**src/rtl/alu_sequencer.sv**
```systemverilog
// Control-side sequencer for a combinational ALU: accepts one instruction, reads operands, captures and writes back the result.
// Result appears three cycles after acceptance and is held in WB while result_ready is low; no new instruction is taken until then.
module alu_sequencer #(
    parameter int DATA_W = 8,
    parameter int NREGS  = 4
) (
    input  logic              clk,
    input  logic              rst,
    input  logic              instr_valid,
    output logic              instr_ready,
    input  logic [19:0]       instr,
    output logic [DATA_W-1:0] alu_in0,
    output logic [DATA_W-1:0] alu_in1,
    output logic [3:0]        alu_select,
    output logic [1:0]        alu_rotate,
    input  logic [DATA_W-1:0] alu_out,
    output logic              result_valid,
    input  logic              result_ready,
    output logic [DATA_W-1:0] result_data,
    input  logic [1:0]        dbg_addr,
    output logic [DATA_W-1:0] dbg_data
);

    typedef enum logic [1:0] {
        IDLE = 2'd0,
        OPER = 2'd1,
        EXEC = 2'd2,
        WB   = 2'd3
    } state_t;

    state_t            state;
    state_t            state_next;
    logic [19:0]       instr_q;
    logic [DATA_W-1:0] regs [NREGS];

    logic [3:0] f_select;
    logic [1:0] f_rotate;
    logic [1:0] f_rd;
    logic [1:0] f_rs;
    logic       f_use_imm;
    logic       f_wb_en;
    logic [7:0] f_imm;

    assign f_select  = instr_q[19:16];
    assign f_rotate  = instr_q[15:14];
    assign f_rd      = instr_q[13:12];
    assign f_rs      = instr_q[11:10];
    assign f_use_imm = instr_q[9];
    assign f_wb_en   = instr_q[8];
    assign f_imm     = instr_q[7:0];

    assign instr_ready  = (state == IDLE) && !rst;
    assign result_valid = (state == WB);
    assign dbg_data     = regs[dbg_addr];

    always_ff @(posedge clk) begin
        if (rst) begin
            state <= IDLE;
        end else begin
            state <= state_next;
        end
    end

    always_comb begin
        state_next = state;
        case (state)
            IDLE:    if (instr_valid) state_next = OPER;
            OPER:    state_next = EXEC;
            EXEC:    state_next = WB;
            WB:      if (result_ready) state_next = IDLE;
            default: state_next = IDLE;
        endcase
    end

    // ALU operand registers are only loaded in OPER, so they stay put through EXEC, WB and idle.
    always_ff @(posedge clk) begin
        if (rst) begin
            instr_q     <= '0;
            alu_in0     <= '0;
            alu_in1     <= '0;
            alu_select  <= '0;
            alu_rotate  <= '0;
            result_data <= '0;
            for (int i = 0; i < NREGS; i++) begin
                regs[i] <= '0;
            end
        end else begin
            case (state)
                IDLE: begin
                    if (instr_valid) instr_q <= instr;
                end
                OPER: begin
                    alu_in0    <= regs[f_rd];
                    alu_in1    <= f_use_imm ? DATA_W'(f_imm) : regs[f_rs];
                    alu_select <= f_select;
                    alu_rotate <= f_rotate;
                end
                EXEC: begin
                    result_data <= alu_out;
                end
                WB: begin
                    if (result_ready && f_wb_en) regs[f_rd] <= result_data;
                end
                default: ;
            endcase
        end
    end

endmodule

```
**config.mk**
```make
export PLATFORM = sky130hd
export DESIGN_NAME = alu_sequencer
export DESIGN_NICKNAME = d
export VERILOG_FILES = /design/src/rtl/alu_sequencer.sv
export SDC_FILE = /design/constraint.sdc
export NUM_CORES = 1
export LEC_CHECK = 0
export CAP_MARGIN = 40
export CORE_MARGIN = 1.5
export CORE_UTILIZATION = 56
export CTS_CLUSTER_DIAMETER = 120
export DETAILED_ROUTE_END_ITERATION = 8
export PLACE_DENSITY = 0.93
export SYNTH_ARGS = -nofsm -noshare
export SYNTH_HDL_FRONTEND = slang
export SYNTH_SLANG_ARGS = --single-unit
export TNS_END_PERCENT = 10
```
**constraint.sdc**
```tcl
create_clock -name clk -period 2.8 [get_ports clk]
set_input_delay 0.84 -clock clk [delete_from_list [all_inputs] [get_ports clk]]
set_output_delay 0.84 -clock clk [all_outputs]
set_load 0.03 [all_outputs]
```
[After elaboration in Yosys (flattened, before gate mapping)]
Memory sizes are Yosys's and may differ from the RTL's. A register that Yosys moved wholly into a read port is not among the register bits.
Cells that the tools add are included.
Cells by class
  equality and inequality tests: 5
  muxes and demuxes: 15
  reductions and logical operators: 7
Operators by type and width (number)
  $mux W8: 2
  $mux W2: 5
  $pmux W2 S4: 1
  $reduce_or A8 Y1: 1
  $mux W1: 7
  $eq A2 B2 Y1 const B: 2
  $reduce_and A2 Y1: 2
  $eq A2 B1 Y1 const B: 1
  $logic_and A1 B1 Y1: 2
  $logic_not A2 Y1: 1
  $ne A2 B1 Y1 const B: 1
  $ne A2 B2 Y1 const B: 1
  $logic_not A1 Y1: 1
Storage, ports and cells
  input port bits: 34
  bits in writable memories: 32
  flip-flop bits (word level): 44
  output and inout port bits: 40
  memories: 1
Memories
  regs: depth 4, width 8, read ports 3, clocked after memory_dff 2, write ports 4, RTL line 34  | logic [DATA_W-1:0] regs [NREGS];

[Logic depth before layout (Yosys ltp)]
Gate-level depths: netlist of run 1.
  word-level depth: 7
  gate-level depth with buffers: 6
  mapped depth without buffers: 5

[Worst setup path before layout of run 1]
Ideal clock, no wire load.
  kind: input -> output
  start: input dbg_addr[0]
  end: output dbg_data[0]
  buffers on the path: 1
  required time: 1.960 ns
  slack: 0.256 ns
  arrival time: 1.704 ns
  stages: 2
  cells stage by stage: buf_2 > mux4_2
Between the ends
  word-level cells in the longest chain between the ends: 1
Ends and longest elaborated chain
  from (decl): RTL line 20  | input logic [1:0] dbg_addr,
  $mem_v2 Z4 W8
  to (decl): RTL line 21  | output logic [DATA_W-1:0] dbg_data
Every way passes these cells.

[Worst setup path in the final report of run 1]
  start: input dbg_addr[0]
  end: output dbg_data[7]
The elaborated chain is that of the path after synthesis.

==> flow_summary_export.csv, run 1 <==
group,metric,value,unit
cts,buffer_cell_driving_the_clock_tree_root,"sky130_fd_sc_hd__clkbuf_8",
route,detailroute.via_count,2820,
route,routed_via_density,5.71,
finish,final-seq-area,2040,µm²
yosys,synth_area_per_cell,11.6,µm²
global_routing,grt_first_pass_wirelength,13700,µm
yosys,synth_top_area_share,27.9,%
yosys,synth_top_area_cell,"sky130_fd_sc_hd__dfxtp_1",
sta,hold_viol_final,0,
yosys,mappedNetlistArea,3870,µm²
route,first_pass_iters,4,
yosys,synthTopCellsByArea,"sky130_fd_sc_hd__dfxtp_1, sky130_fd_sc_hd__edfxtp_1, sky130_fd_sc_hd__mux4_2, sky130_fd_sc_hd__mux2i_1, sky130_fd_sc_hd__and2_1",
run,max_cap_violations,0,
yosys,ys.flop_type,"sky130_fd_sc_hd__dfxtp_1",
finish,layout_common_cells,"sky130_fd_sc_hd__clkdlybuf4s50_1, sky130_fd_sc_hd__dfxtp_1, sky130_fd_sc_hd__nand2_1",
cts,ctsHoldBuffers,0,
pwr,pwr-share-comb,34.9,%
route,routed_wire_length_per_instance,18.0,µm
setup_path,critPathCaptureType,"primary output",
pwr,power.share.clock,22.5,%
pwr,ir_drop,0.000435,V
sta,setup_violations,0,
placement,port_buffers,73,
pwr,p_switching,0.00140,W
placement,post-place-cells,477,
cts,worstSkewPairLatency,0.37,ns
setup_path,worstSetupPathType,"input pin to primary output",
die,die_height,86.1,µm
sta,timing.final.crit_share,96.1,%
global_routing,grt_overflow_total,0,
global_routing,grt.total_usage,24.8,%
yosys,count_of_distinct_cell_types_in_the_synthesized_netlist,31,
pwr,power_density,809,nW/µm²
sta,timing.clock.skew,0.0133,ns
die,fp.dieW,86.1,µm
finish,drive_above_1_share,18.4,%
die,floorplan.io_pins,74,
sta,setup_total_negative_slack,0,ns
die,placementRows,30,
setup_path,cp_max_fo,5,
route,antenna_violating_nets_post_route,0,
finish,fillCellCount,461,
setup_path,critical_path.startpoint_type,"input pin",
yosys,synth-edff-count,32,
placement,detailedPlacementHpwl,6180,µm
cts,number_of_levels_the_h_tree_was_split_into,3,
pwr,design_power_total,0.00395,W
route,finalWirelength,8890,µm
finish,area_delta_synth_final,26.0,%
finish,multiInputGateArea,1690,µm²
pwr,sw_ratio,35.4,%
status,outcome,"finished, final reports clean",
finish,post_layout_nonfiller_instances,494,
setup_path,critPathMaxStageDelay,0.50,ns
yosys,syn-instance-count,334,
setup_path,timing.critical_path.required,1.96,ns
setup_path,worstPathCellList,"clkbuf_2, buf_12, buf_4, mux4_2, buf_6",
global_routing,antenna_found_initial,0,
global_routing,grt_pass1_vias,2640,
global_routing,grt_start_max_net_pins,58,
yosys,synth_seq_cells,86,
cts,clock-sinks,86,
die,initial_utilization,57.6,%
setup_path,critPathSlowestCell,"sky130_fd_sc_hd__mux4_2",
sta,grt_setup_unrepaired,"no",
placement,gp_congestion,0.965,
die,core_area,6720,µm²
yosys,number_of_nets_in_the_synthesized_netlist,373,
sta,hold_ws,0.463,ns
pwr,leakagePower,1.79,nW
hold_path,worst_hold_path_type,"flop to flop",
pwr,internal_power,0.00255,W
sta,max_clock_freq,372,MHz
setup_path,critical_path.n_buffers_inverters,4,
cts,cts_made_buffers,9,
setup_path,critPathTopFamily,"buffers and inverters",
route,residual_drc_count,0,
cts,cts_tree,"done",
finish,layout_commonest_cell,"sky130_fd_sc_hd__clkdlybuf4s50_1",
sta,min_period,2.69,ns
yosys,ys_seq_area_share,52.8,%
sta,timing.slew.headroom,51.6,%
cts,clock_path_buffers,2,
yosys,async_reset_ff_share,0,%
die,total_die_area,7420,µm²
finish,n_antenna_cell,0,
sta,slew_viol_final,0,
finish,fin_nets,448,
pwr,sequential_share_of_power,42.6,%
route,drt-initial-drc-count,223,
sta,worst_pin_slew,0.725,ns
setup_path,critPathArrivalTime,1.85,ns
yosys,yosys_warnings,0,
cts,clk_pin_slew_worst_paths,0.08,ns
layer usage:
| layer | vias to the layer above | GRT usage (%) | share of wire [%] |
|---|---|---|---|
| met4 | 0 | 10.4 | 2.0 |
| li1 | 1342 | - | - |
| met3 | 14 | 5.00 | 5.6 |
| met1 | 1376 | 32.2 | 43 |
| met5 | - | 0 | 0 |
| met2 | 88 | 40.8 | 50 |
registers in the layout, summed over array words and instances (netlist names), named ones only:
signal,cells
alu_in1,8
state,2
regs,32
alu_in0,8
alu_select,4
result_data,8
instr_q,20
alu_rotate,2
area by class of cell:
class / count / share of cell area (%)
repair buffers: 86 / 16.9
inverters: 4 / 0.308
clock buffers: 11 / 2.90
flip-flops and latches: 86 / 41.9
multi-input cells: 222 / 34.8
well taps: 80 / 2.05
clock inverters: 5 / 1.18
timing repair:
item	in CTS	in global routing
setup buffers	0	1
gates resized for setup	29	9
setup endpoints to repair	8	8
cells in the mapped netlist, types with 3 or more instances:
master                     instances
sky130_fd_sc_hd__dfxtp_1          54
sky130_fd_sc_hd__nand2_1          42
sky130_fd_sc_hd__and2_1           33
sky130_fd_sc_hd__edfxtp_1         32
sky130_fd_sc_hd__nor2_1           32
sky130_fd_sc_hd__mux2i_1          22
sky130_fd_sc_hd__a21oi_1          21
sky130_fd_sc_hd__mux4_2           16
sky130_fd_sc_hd__mux2_2           14
sky130_fd_sc_hd__clkbuf_1         13
sky130_fd_sc_hd__a211oi_1          8
sky130_fd_sc_hd__a222oi_1          8
sky130_fd_sc_hd__ha_1              5
sky130_fd_sc_hd__buf_2             4
sky130_fd_sc_hd__inv_1             4
sky130_fd_sc_hd__nor2b_1           4
sky130_fd_sc_hd__nor3_2            3
cells by family (layout without fill, tap and decap cells):
logic type,after synthesis,in the layout,share of synthesized area [%]
AND/OR/NAND/NOR,122,122,15.3
flip-flops,86,86,52.8
multiplexers,54,54,19.9
AO/OA/AOI/OAI,41,41,7.05
buffers and inverters,26,106,3.46
adder cells (fa/ha/maj),5,5,1.62
worst paths after layout:
kind | slack [ns] | start | depth (start not counted) | endpoint
worst max-delay path | 0.11 | dbg_addr[0] | 5 | dbg_data[7]
worst min-delay path | 0.46 | instr_q[14]$_SDFFE_PP0N_ | 2 | instr_q[14]$_SDFFE_PP0N_
worst max register to register | 0.93 | flop | 3 | alu_in1[3]$_SDFFE_PP0N_
worst min register to register | 0.46 | instr_q[14]$_SDFFE_PP0N_ | 2 | instr_q[14]$_SDFFE_PP0N_
tightest hold or removal path, delay by kind of cell, from the launching register on:
family | cells | cell delay (ns)
flip-flops | 1 | 0.32
AND/OR/NAND/NOR | 1 | 0.05
AO/OA/AOI/OAI | 1 | 0.05
power groups by stage:
| stage | sequential, W | combinational, W | clock [W] |
|---|---|---|---|
| after floorplan | 0.00183 | 0.000786 | 0 |
| after global placement | 0.00169 | 0.00134 | 0 |
| after detailed placement | 0.00170 | 0.00137 | 0 |
| after CTS | 0.00168 | 0.00138 | 0.000893 |
| after global routing | 0.00171 | 0.00147 | 0.000944 |
| final | 0.00168 | 0.00138 | 0.000889 |
metrics by stage:
step / setup slack, ns / instance area [µm²] / utilization (%)
final: 0.111 / 4870 / 72.6
after CTS: -0.0972 / 4870 / 72.6
after detailed placement: -0.655 / 4670 / 69.6
after floorplan: 0.256 / 3870 / -
after global placement: -0.646 / 4670 / 69.6
after global routing: 0.0234 / 4870 / 72.6
Note: power is estimated with default switching activity, not from simulation.
==> inputs of run 2 (changes only) <==
Settings changed: MAX_ROUTING_LAYER from default to met4.
==> flow_summary_export.csv, run 2 (same netlist as run 1, synthesis figures left out) <==
group,metric,value,unit
route,routed_via_density,5.65,
setup_path,critPathArrivalTime,1.83,ns
cts,number_of_levels_the_h_tree_was_split_into,3,
setup_path,rr_worst_depth,3,
pwr,power_density,797,nW/µm²
placement,detailedPlacementHpwl,5980,µm
route,residual_drc_count,0,
setup_path,worstPathCellList,"clkbuf_2, buf_6, buf_4, mux4_2, buf_4",
route,first_pass_iters,5,
sta,slew_viol_final,0,
global_routing,grt_pass1_vias,2631,
status,outcome,"finished, final reports clean",
setup_path,startpoint,"dbg_addr[0]",
global_routing,grt_start_max_net_pins,58,
setup_path,critical_path.startpoint_type,"input pin",
finish,layout_commonest_cell,"sky130_fd_sc_hd__clkdlybuf4s50_1",
cts,clock-sinks,86,
sta,hold_viol_final,0,
global_routing,antenna_found_initial,0,
finish,post_layout_nonfiller_instances,494,
run,max_cap_violations,0,
die,floorplan.io_pins,74,
route,finalWirelength,8650,µm
finish,n_antenna_cell,0,
setup_path,critPathSlowestCell,"sky130_fd_sc_hd__mux4_2",
route,routed_wire_length_per_instance,17.5,µm
setup_path,timing.critical_path.required,1.96,ns
finish,top_register,"regs",
die,core_area,6720,µm²
die,fp.dieW,86.1,µm
sta,timing.clock.skew,0.0139,ns
cts,clk_pin_slew_worst_paths,0.08,ns
global_routing,grt.total_usage,25.0,%
setup_path,worstSetupPathType,"input pin to primary output",
placement,gp_congestion,0.970,
cts,clock_path_buffers,2,
finish,largest_register_ff_count,32,
cts,cts_tree,"done",
cts,worstSkewPairLatency,0.35,ns
finish,fin_nets,448,
cts,buffer_cell_driving_the_clock_tree_root,"sky130_fd_sc_hd__clkbuf_8",
global_routing,grt_overflow_total,0,
placement,post-place-cells,478,
pwr,leakagePower,1.77,nW
sta,max_clock_freq,374,MHz
cts,cts_made_buffers,9,
setup_path,cp-endpoint,"dbg_data[7]",
sta,setup_violations,0,
sta,timing.slew.headroom,51.2,%
sta,setup_total_negative_slack,0,ns
die,total_die_area,7420,µm²
setup_path,crit_path_frequent_cell,"sky130_fd_sc_hd__buf_4",
finish,largestRegisters,"regs (32), instr_q (20)",
global_routing,grt_first_pass_wirelength,13600,µm
setup_path,critPathCaptureType,"primary output",
setup_path,rrSetupSlack,0.96,ns
sta,worst_pin_slew,0.730,ns
finish,drive_above_1_share,18.1,%
setup_path,critPathMaxStageDelay,0.48,ns
finish,area_delta_synth_final,24.5,%
finish,finalCoreUtilization,71.7,%
sta,timing.final.crit_share,95.5,%
route,detailroute.via_count,2792,
cts,ctsHoldBuffers,0,
route,antenna_violating_nets_post_route,0,
sta,grt_setup_unrepaired,"no",
setup_path,critical_path.reg2reg.endpoint,"alu_in1[7]$_SDFFE_PP0N_",
finish,fillCellCount,480,
setup_path,cp_max_fo,2,
sta,min_period,2.67,ns
cts,post_cts_buffers,0,
die,placementRows,30,
placement,port_buffers,73,
die,initial_utilization,57.6,%
finish,layout_common_cells,"sky130_fd_sc_hd__clkdlybuf4s50_1, sky130_fd_sc_hd__dfxtp_1, sky130_fd_sc_hd__nand2_1",
die,die_height,86.1,µm
hold_path,worst_hold_path_type,"flop to flop",
route,drt-initial-drc-count,214,
pwr,ir_drop,0.000469,V
-- run 2: cell types whose count changed in the layout (fill, tap and decap cells not counted), sizes merged --
cell | before | now
dlymetal6s2s | 1 | 0
bufinv | 1 | 0
dlygate4sd2 | 0 | 1
clkbuf | 12 | 14
clkinv | 3 | 2
-- run 2: metrics by stage --
step	hold slack (ns)	power, W	worst slack, ns	instance area (µm²)
after global routing	0.479	0.00403	0.0411	4820
after global placement	0.442	0.00303	-0.640	4670
after floorplan	0.436	0.00262	0.256	3870
after detailed placement	0.448	0.00306	-0.667	4670
final	0.459	0.00384	0.127	4820
after CTS	0.459	0.00386	0.00427	4820
-- run 2: power by group --
group / switching, W / total (W) / internal, W
clock network: 0.000426 / 0.000799 / 0.000373
logic: 0.000753 / 0.00137 / 0.000613
registers: 0.000183 / 0.00168 / 0.00149
total: 0.00136 / 0.00384 / 0.00248
-- run 2: worst min-delay path by stage --
stage	startpoint	endpoint	slack [ns]	cells past startpoint
2_1_floorplan	instr_q[10]$_SDFFE_PP0N_	flop	0.44	2
3_3_place_gp	instr_q[14]$_SDFFE_PP0N_	instr_q[14]$_SDFFE_PP0N_	0.44	2
3_5_place_dp	instr_q[2]$_SDFFE_PP0N_	instr_q[2]$_SDFFE_PP0N_	0.45	2
4_1_cts	instr_q[2]$_SDFFE_PP0N_	instr_q[2]$_SDFFE_PP0N_	0.46	2
5_1_grt	instr_q[2]$_SDFFE_PP0N_	instr_q[2]$_SDFFE_PP0N_	0.48	2
6_report	instr_q[2]$_SDFFE_PP0N_	instr_q[2]$_SDFFE_PP0N_	0.46	2
-- run 2: cell type report --
| class | instances | area (µm²) | share of cell area, % |
|---|---|---|---|
| Sequential cell | 86 | 2040 | 42.4 |
| Multi-Input combinational cell | 222 | 1690 | 35.2 |
| Timing Repair Buffer | 86 | 790 | 16.4 |
| Clock buffer | 13 | 159 | 3.30 |
| Tap cell | 80 | 100 | 2.08 |
| Clock inverter | 3 | 20.0 | 0.415 |
| Inverter | 4 | 15.0 | 0.312 |
-- run 2: what timing repair did --
action / in CTS / in global routing
setup endpoints to repair: 8 / 2
hold endpoints to repair: 0 / 0
resized for setup: 35 / 1
-- run 2: metal layers --
metal | vias up | global-route usage (%) | wire length, µm
met4 | 0 | 7.04 | 97
li1 | 1338 | - | -
met1 | 1321 | 32.1 | 3680
met5 | - | - | 0
met3 | 11 | 6.16 | 572
met2 | 122 | 39.7 | 4300
-- run 2: worst max-delay path, delay by kind of cell --
kind,cells,cell delay [ns]
buffers and inverters,4,0.51
multiplexers,1,0.48
==> patch 1 (config.mk and constraints of run 1) <==
Change the parameter `DATA_W` from 8 to 12.
--- a/src/rtl/alu_sequencer.sv
+++ b/src/rtl/alu_sequencer.sv
@@ -1,7 +1,7 @@
 // Control-side sequencer for a combinational ALU: accepts one instruction, reads operands, captures and writes back the result.
 // Result appears three cycles after acceptance and is held in WB while result_ready is low; no new instruction is taken until then.
 module alu_sequencer #(
-    parameter int DATA_W = 8,
+    parameter int DATA_W = 12,
     parameter int NREGS  = 4
 ) (
     input  logic              clk,
Ports: changed (5 resized); port bits go from 74 to 94. No check against the original RTL was run, so the function may have changed too.
==> patch 1 against run 1 <==
- worst setup slack got worse by 0.078 ns
- hold slack got worse by 0.00058 ns
- critical path depth decreased by 1
- sequential cell count increased by 28
- register-to-register slack got worse by 0.18 ns
- final area increased by 40%
- wire length increased by 61%
- via count increased by 45%
- total power increased by 61%
- combinational power increased by 34%
- first-iteration DRC count increased by 110%
- area after synthesis increased by 36%
- critical endpoint is now dbg_data[11]
==> patch 1: results (changes against run 1) <==
| Metric | Value |
|---|---|
| # resized after CTS | `13 (was 29)` |
| Vias/cell | `6.30 (was 5.71)` |
| Largest net degree at the start of global routing | `52 (was 58)` |
| Met3 Use GR | `6.69% (was 5.00%)` |
| M2 GR Usage | `49.7% (was 40.8%)` |
| Top cells by count, synth | `dfxtp_1 (66), and2_1 (49), edfxtp_1 (48) (was dfxtp_1 (54), nand2_1 (42), and2_1 (33))` |
| HPWL after detailed placement | `9.04 mm (was 6.18 mm)` |
| Number of global-route vias before repair | `3996 (was 2640)` |
| Leak | `2.55 nW (was 1.79 nW)` |
| Status | `completed (unchanged)` |
| Biggest regs | `regs: 48 flops, instr_q: 20 flops (was regs: 32 flops, instr_q: 20 flops)` |
| Yosys cell types | `34 (was 31)` |
| Number of buffers added on ports | `93 (was 73)` |
| Final clock-cell share | `9.06% (was 4.08%)` |
| M1 GR Usage | `36.2% (was 32.2%)` |
| # fillers | `519 (was 461)` |
| Clock transition at the registers of the reported paths | `0.06 ns (was 0.08 ns)` |
| FF/Latch Area | `2760 sq um (was 2040 sq um)` |
| Slew @ Worst Pin | `0.854 ns (was 0.725 ns)` |
| GRT Util Overall | `30.0% (was 24.8%)` |
| Multi-input gate area | `2260 sq um (was 1690 sq um)` |
| WP data arrival | `1.93 ns (was 1.85 ns)` |
| Share of cells above drive strength 1 | `20.3% (was 18.4%)` |
| Max Clock Skew | `0.00845 ns (was 0.0133 ns)` |
| TritonCTS Buffers | `17 (was 9)` |
[patch 1: cell types whose count changed after synthesis, moves of 8 or more]
| cell | change |
|---|---|
| and2_1 | +16 |
| edfxtp_1 | +16 |
| dfxtp_1 | +12 |
| nor2_1 | +12 |
| mux2i_1 | +8 |
| mux4_2 | +8 |
[patch 1: worst max path at each step]
stage	start	to	cells after the start	slack, ns
detailed placement	dbg_addr[0]	dbg_data[6]	3	-0.58
CTS	dbg_addr[0]	dbg_data[11]	4	0.03
finish	dbg_addr[0]	dbg_data[11]	4	0.03
global placement	dbg_addr[0]	dbg_data[6]	3	-0.58
global route	dbg_addr[0]	dbg_data[11]	4	0.01
floorplan	dbg_addr[0]	dbg_data[0]	2	0.31
[patch 1: routing by layer]
layer,vias to the layer above,share of wire [%]
met1,1969,37
met2,304,49
met3,73,8.9
met5,-,0
li1,1740,-
met4,0,5.0
[patch 1: power by group]
part	internal, mW	leakage [nW]	switching (mW)
Clock	1.46	0.289	0.808
Sequential	1.98	1.03	0.247
Combinational	0.809	1.23	1.04
[patch 1: kinds of logic (layout without fill, tap and decap cells)]
group,count (synthesis),count (layout),synth area share [%]
flops,114,114,52.6
compound gates,45,45,5.57
fa+ha+maj,5,5,1.19
simple gates,155,155,14.8
buf+inv,36,145,4.47
mux,74,74,21.4
[patch 1: worst register-to-register path, delay by kind of cell (launching register included)]
kind / cells / cell delay [ns]
compound gates: 2 / 0.64
mux: 1 / 0.43
flops: 1 / 0.83
[patch 1: metrics by stage]
step	power (mW)	hold WS (ns)	instances	util, %	TNS (ns)
after floorplan	3.44	0.436	429	-	0
after global placement	3.93	0.442	615	67.5	-5.06
after detailed placement	4.01	0.450	615	67.5	-5.26
after CTS	6.31	0.459	649	74.8	0
after global routing	6.55	0.487	649	74.8	0
final	6.33	0.462	649	74.8	0
==> patch 2 (flow settings as in run 1) <==
Made on the original files. Make the reset (`rst`) asynchronous in 2 clocked blocks.
--- a/src/rtl/alu_sequencer.sv
+++ b/src/rtl/alu_sequencer.sv
@@ -53,7 +53,7 @@
     assign result_valid = (state == WB);
     assign dbg_data     = regs[dbg_addr];
 
-    always_ff @(posedge clk) begin
+    always_ff @(posedge clk or posedge rst) begin
         if (rst) begin
             state <= IDLE;
         end else begin
@@ -73,7 +73,7 @@
     end
 
     // ALU operand registers are only loaded in OPER, so they stay put through EXEC, WB and idle.
-    always_ff @(posedge clk) begin
+    always_ff @(posedge clk or posedge rst) begin
         if (rst) begin
             instr_q     <= '0;
             alu_in0     <= '0;
Formal check against the unedited RTL: differs if rst is asserted again (counterexample within 4 cycles, from zero or initial values and one cycle with rst high); with rst held inactive, the same outputs for 10 cycles.
==> patch 2 against run 1 <==
- final area rose by 1.1%
- area after synthesis barely moved
- sequential cell count fell by 2
- wire length fell by 9.5%
- fmax fell by 2.0%
- global-route usage fell by 1.1 points
- worst setup slack got worse by 0.055 ns
- via count fell by 15%
- critical path type unchanged
- largest cell class unchanged
Power is not compared: it rests on default switching activity, and its combinational part moved more than twofold at a synthesized area within 25%.
==> patch 2: results (changes against run 1) <==
| Metric | Value |
|---|---|
| Status | `completed (unchanged)` |
| Async set or reset register ratio after synthesis | `100% (was 0%)` |
| Worst-path maximum fanout | `4 (was 5)` |
| End of the critical path | `dbg_data[7] (unchanged)` |
| Sequential share of the synthesized area | `54.3% (was 52.8%)` |
| Htree depth | `3 (unchanged)` |
| F_max | `0.364 GHz (was 0.372 GHz)` |
| Setup WS pre-CTS | `-0.665 ns (was -0.655 ns)` |
| Syn nets | `279 (was 373)` |
| Drt total wl | `8.05 mm (was 8.89 mm)` |
| Hold_sp | `instr_q[17] (was instr_q[14])` |
| HPWL after detailed placement | `5.27 mm (was 6.18 mm)` |
| Initial antenna violation count | `0 (unchanged)` |
| Gpl congestion | `0.772 (was 0.965)` |
| Clock transition at the registers of the reported paths | `0.08 ns (about the same)` |
| 1st-pass router iterations | `4 (unchanged)` |
| Ys Warns | `0 (unchanged)` |
| Top cells by count, synth | `dfrtp_1 (84), mux2_2 (74), mux4_2 (24) (was dfxtp_1 (54), nand2_1 (42), and2_1 (33))` |
| Leak | `2.14 nW` |
| Rel. slew slack | `55.6% (was 51.6%)` |
| First-pass GRT wire length | `12.8 mm (was 13.7 mm)` |
| Root Driver | `clkbuf_8 (unchanged)` |
| # fillers | `444 (was 461)` |
| Iter 0 DRT Violations | `156 (was 223)` |
| Largest stage delay, worst path | `0.52 ns (was 0.50 ns)` |
| Routed vias | `2386 (was 2820)` |
| WP data arrival | `1.90 ns (was 1.85 ns)` |
| Largest cells by area after synthesis | `dfrtp_1 (54%), mux2_2 (22%), mux4_2 (14%) (was dfxtp_1 (28%), edfxtp_1 (25%), mux4_2 (9.3%))` |
| Post-Syn Instances | `241 (was 334)` |
| Yosys cell types | `22 (was 31)` |
| Largest net degree at the start of global routing | `85 (was 58)` |
| Final nets | `360 (was 448)` |
| Placed cells | `392 (was 477)` |
| FF-to-FF End | `regs[31] (was alu_in1[3])` |
| GRT Util Overall | `23.7% (was 24.8%)` |
| Antenna cells | `0 (unchanged)` |
| CP delay by family, top | `buffers and inverters (unchanged)` |
| Max Clock Skew | `0.00729 ns (was 0.0133 ns)` |
| R2R setup slack | `0.90 ns (was 0.93 ns)` |
| Dpl cell area | `4710 sq um (was 4670 sq um)` |
| Number of global-route vias before repair | `2454 (was 2640)` |
| Routed wire per std cell | `19.8 um (was 18.0 um)` |
| Share of cells above drive strength 1 | `42.8% (was 18.4%)` |
## patch 2: worst min-delay path by stage
stage | endpoint | cells after the start
finish | instr_q[17] | 1
global route | alu_rotate[0] | 1
CTS | instr_q[17] | 1
detailed placement | instr_q[17] | 1
global placement | alu_rotate[0] | 1
floorplan | alu_rotate[1] | 1
## patch 2: kinds of logic after synthesis
logic type	Yosys count	synth area share [%]
multiplexers	107	37.9
flip-flops	84	54.3
AND/OR/NAND/NOR	19	2.91
buffers and inverters	17	2.17
AO/OA/AOI/OAI	10	1.42
adder cells (fa/ha/maj)	4	1.29
## patch 2: metal layers
layer	routed length [um]	global-route usage [%]	vias to the layer above	share of wire, %
li1	-	-	1058	-
met1	3550	33.3	1237	44
met2	3930	36.8	81	49
met3	477	5.68	10	5.9
met4	87	8.36	0	1.1
met5	0	0	-	0
## patch 2: area by class of cell
class,instances,area [sq um],area share [%]
tap,80,100,2.03
multi-input combinational,140,1680,34.2
timing repair buffer,83,800,16.2
sequential,84,2100,42.7
clock inverter,7,98.8,2.01
inverter,4,18.8,0.381
clock buffer,9,124,2.51
## patch 2: power groups by stage
| stage | clock [mW] | sequential, mW | combinational [mW] |
|---|---|---|---|
| after CTS | 0.984 | 2.44 | 2.83 |
| after floorplan | 0 | 2.55 | 1.74 |
| after global routing | 1.04 | 2.54 | 2.97 |
| final | 0.967 | 2.44 | 2.80 |
| after detailed placement | 0 | 2.44 | 2.82 |
| after global placement | 0 | 2.40 | 2.74 |
## patch 2: through the flow
| step | hold slack, ns | utilization [%] |
|---|---|---|
| after floorplan | 0.474 | - |
| after global placement | 0.482 | 70.2 |
| after detailed placement | 0.493 | 70.2 |
| after CTS | 0.512 | 73.5 |
| after global routing | 0.519 | 73.3 |
| final | 0.508 | 73.3 |
## patch 2: what timing repair did
action | 4_1_cts | 5_1_grt
resized for setup | 23 | 0
endpoints found under the setup margin | 8 | 1
setup buffers | 0 | 0
pin swaps | 0 | 0
cloned | 0 | 0
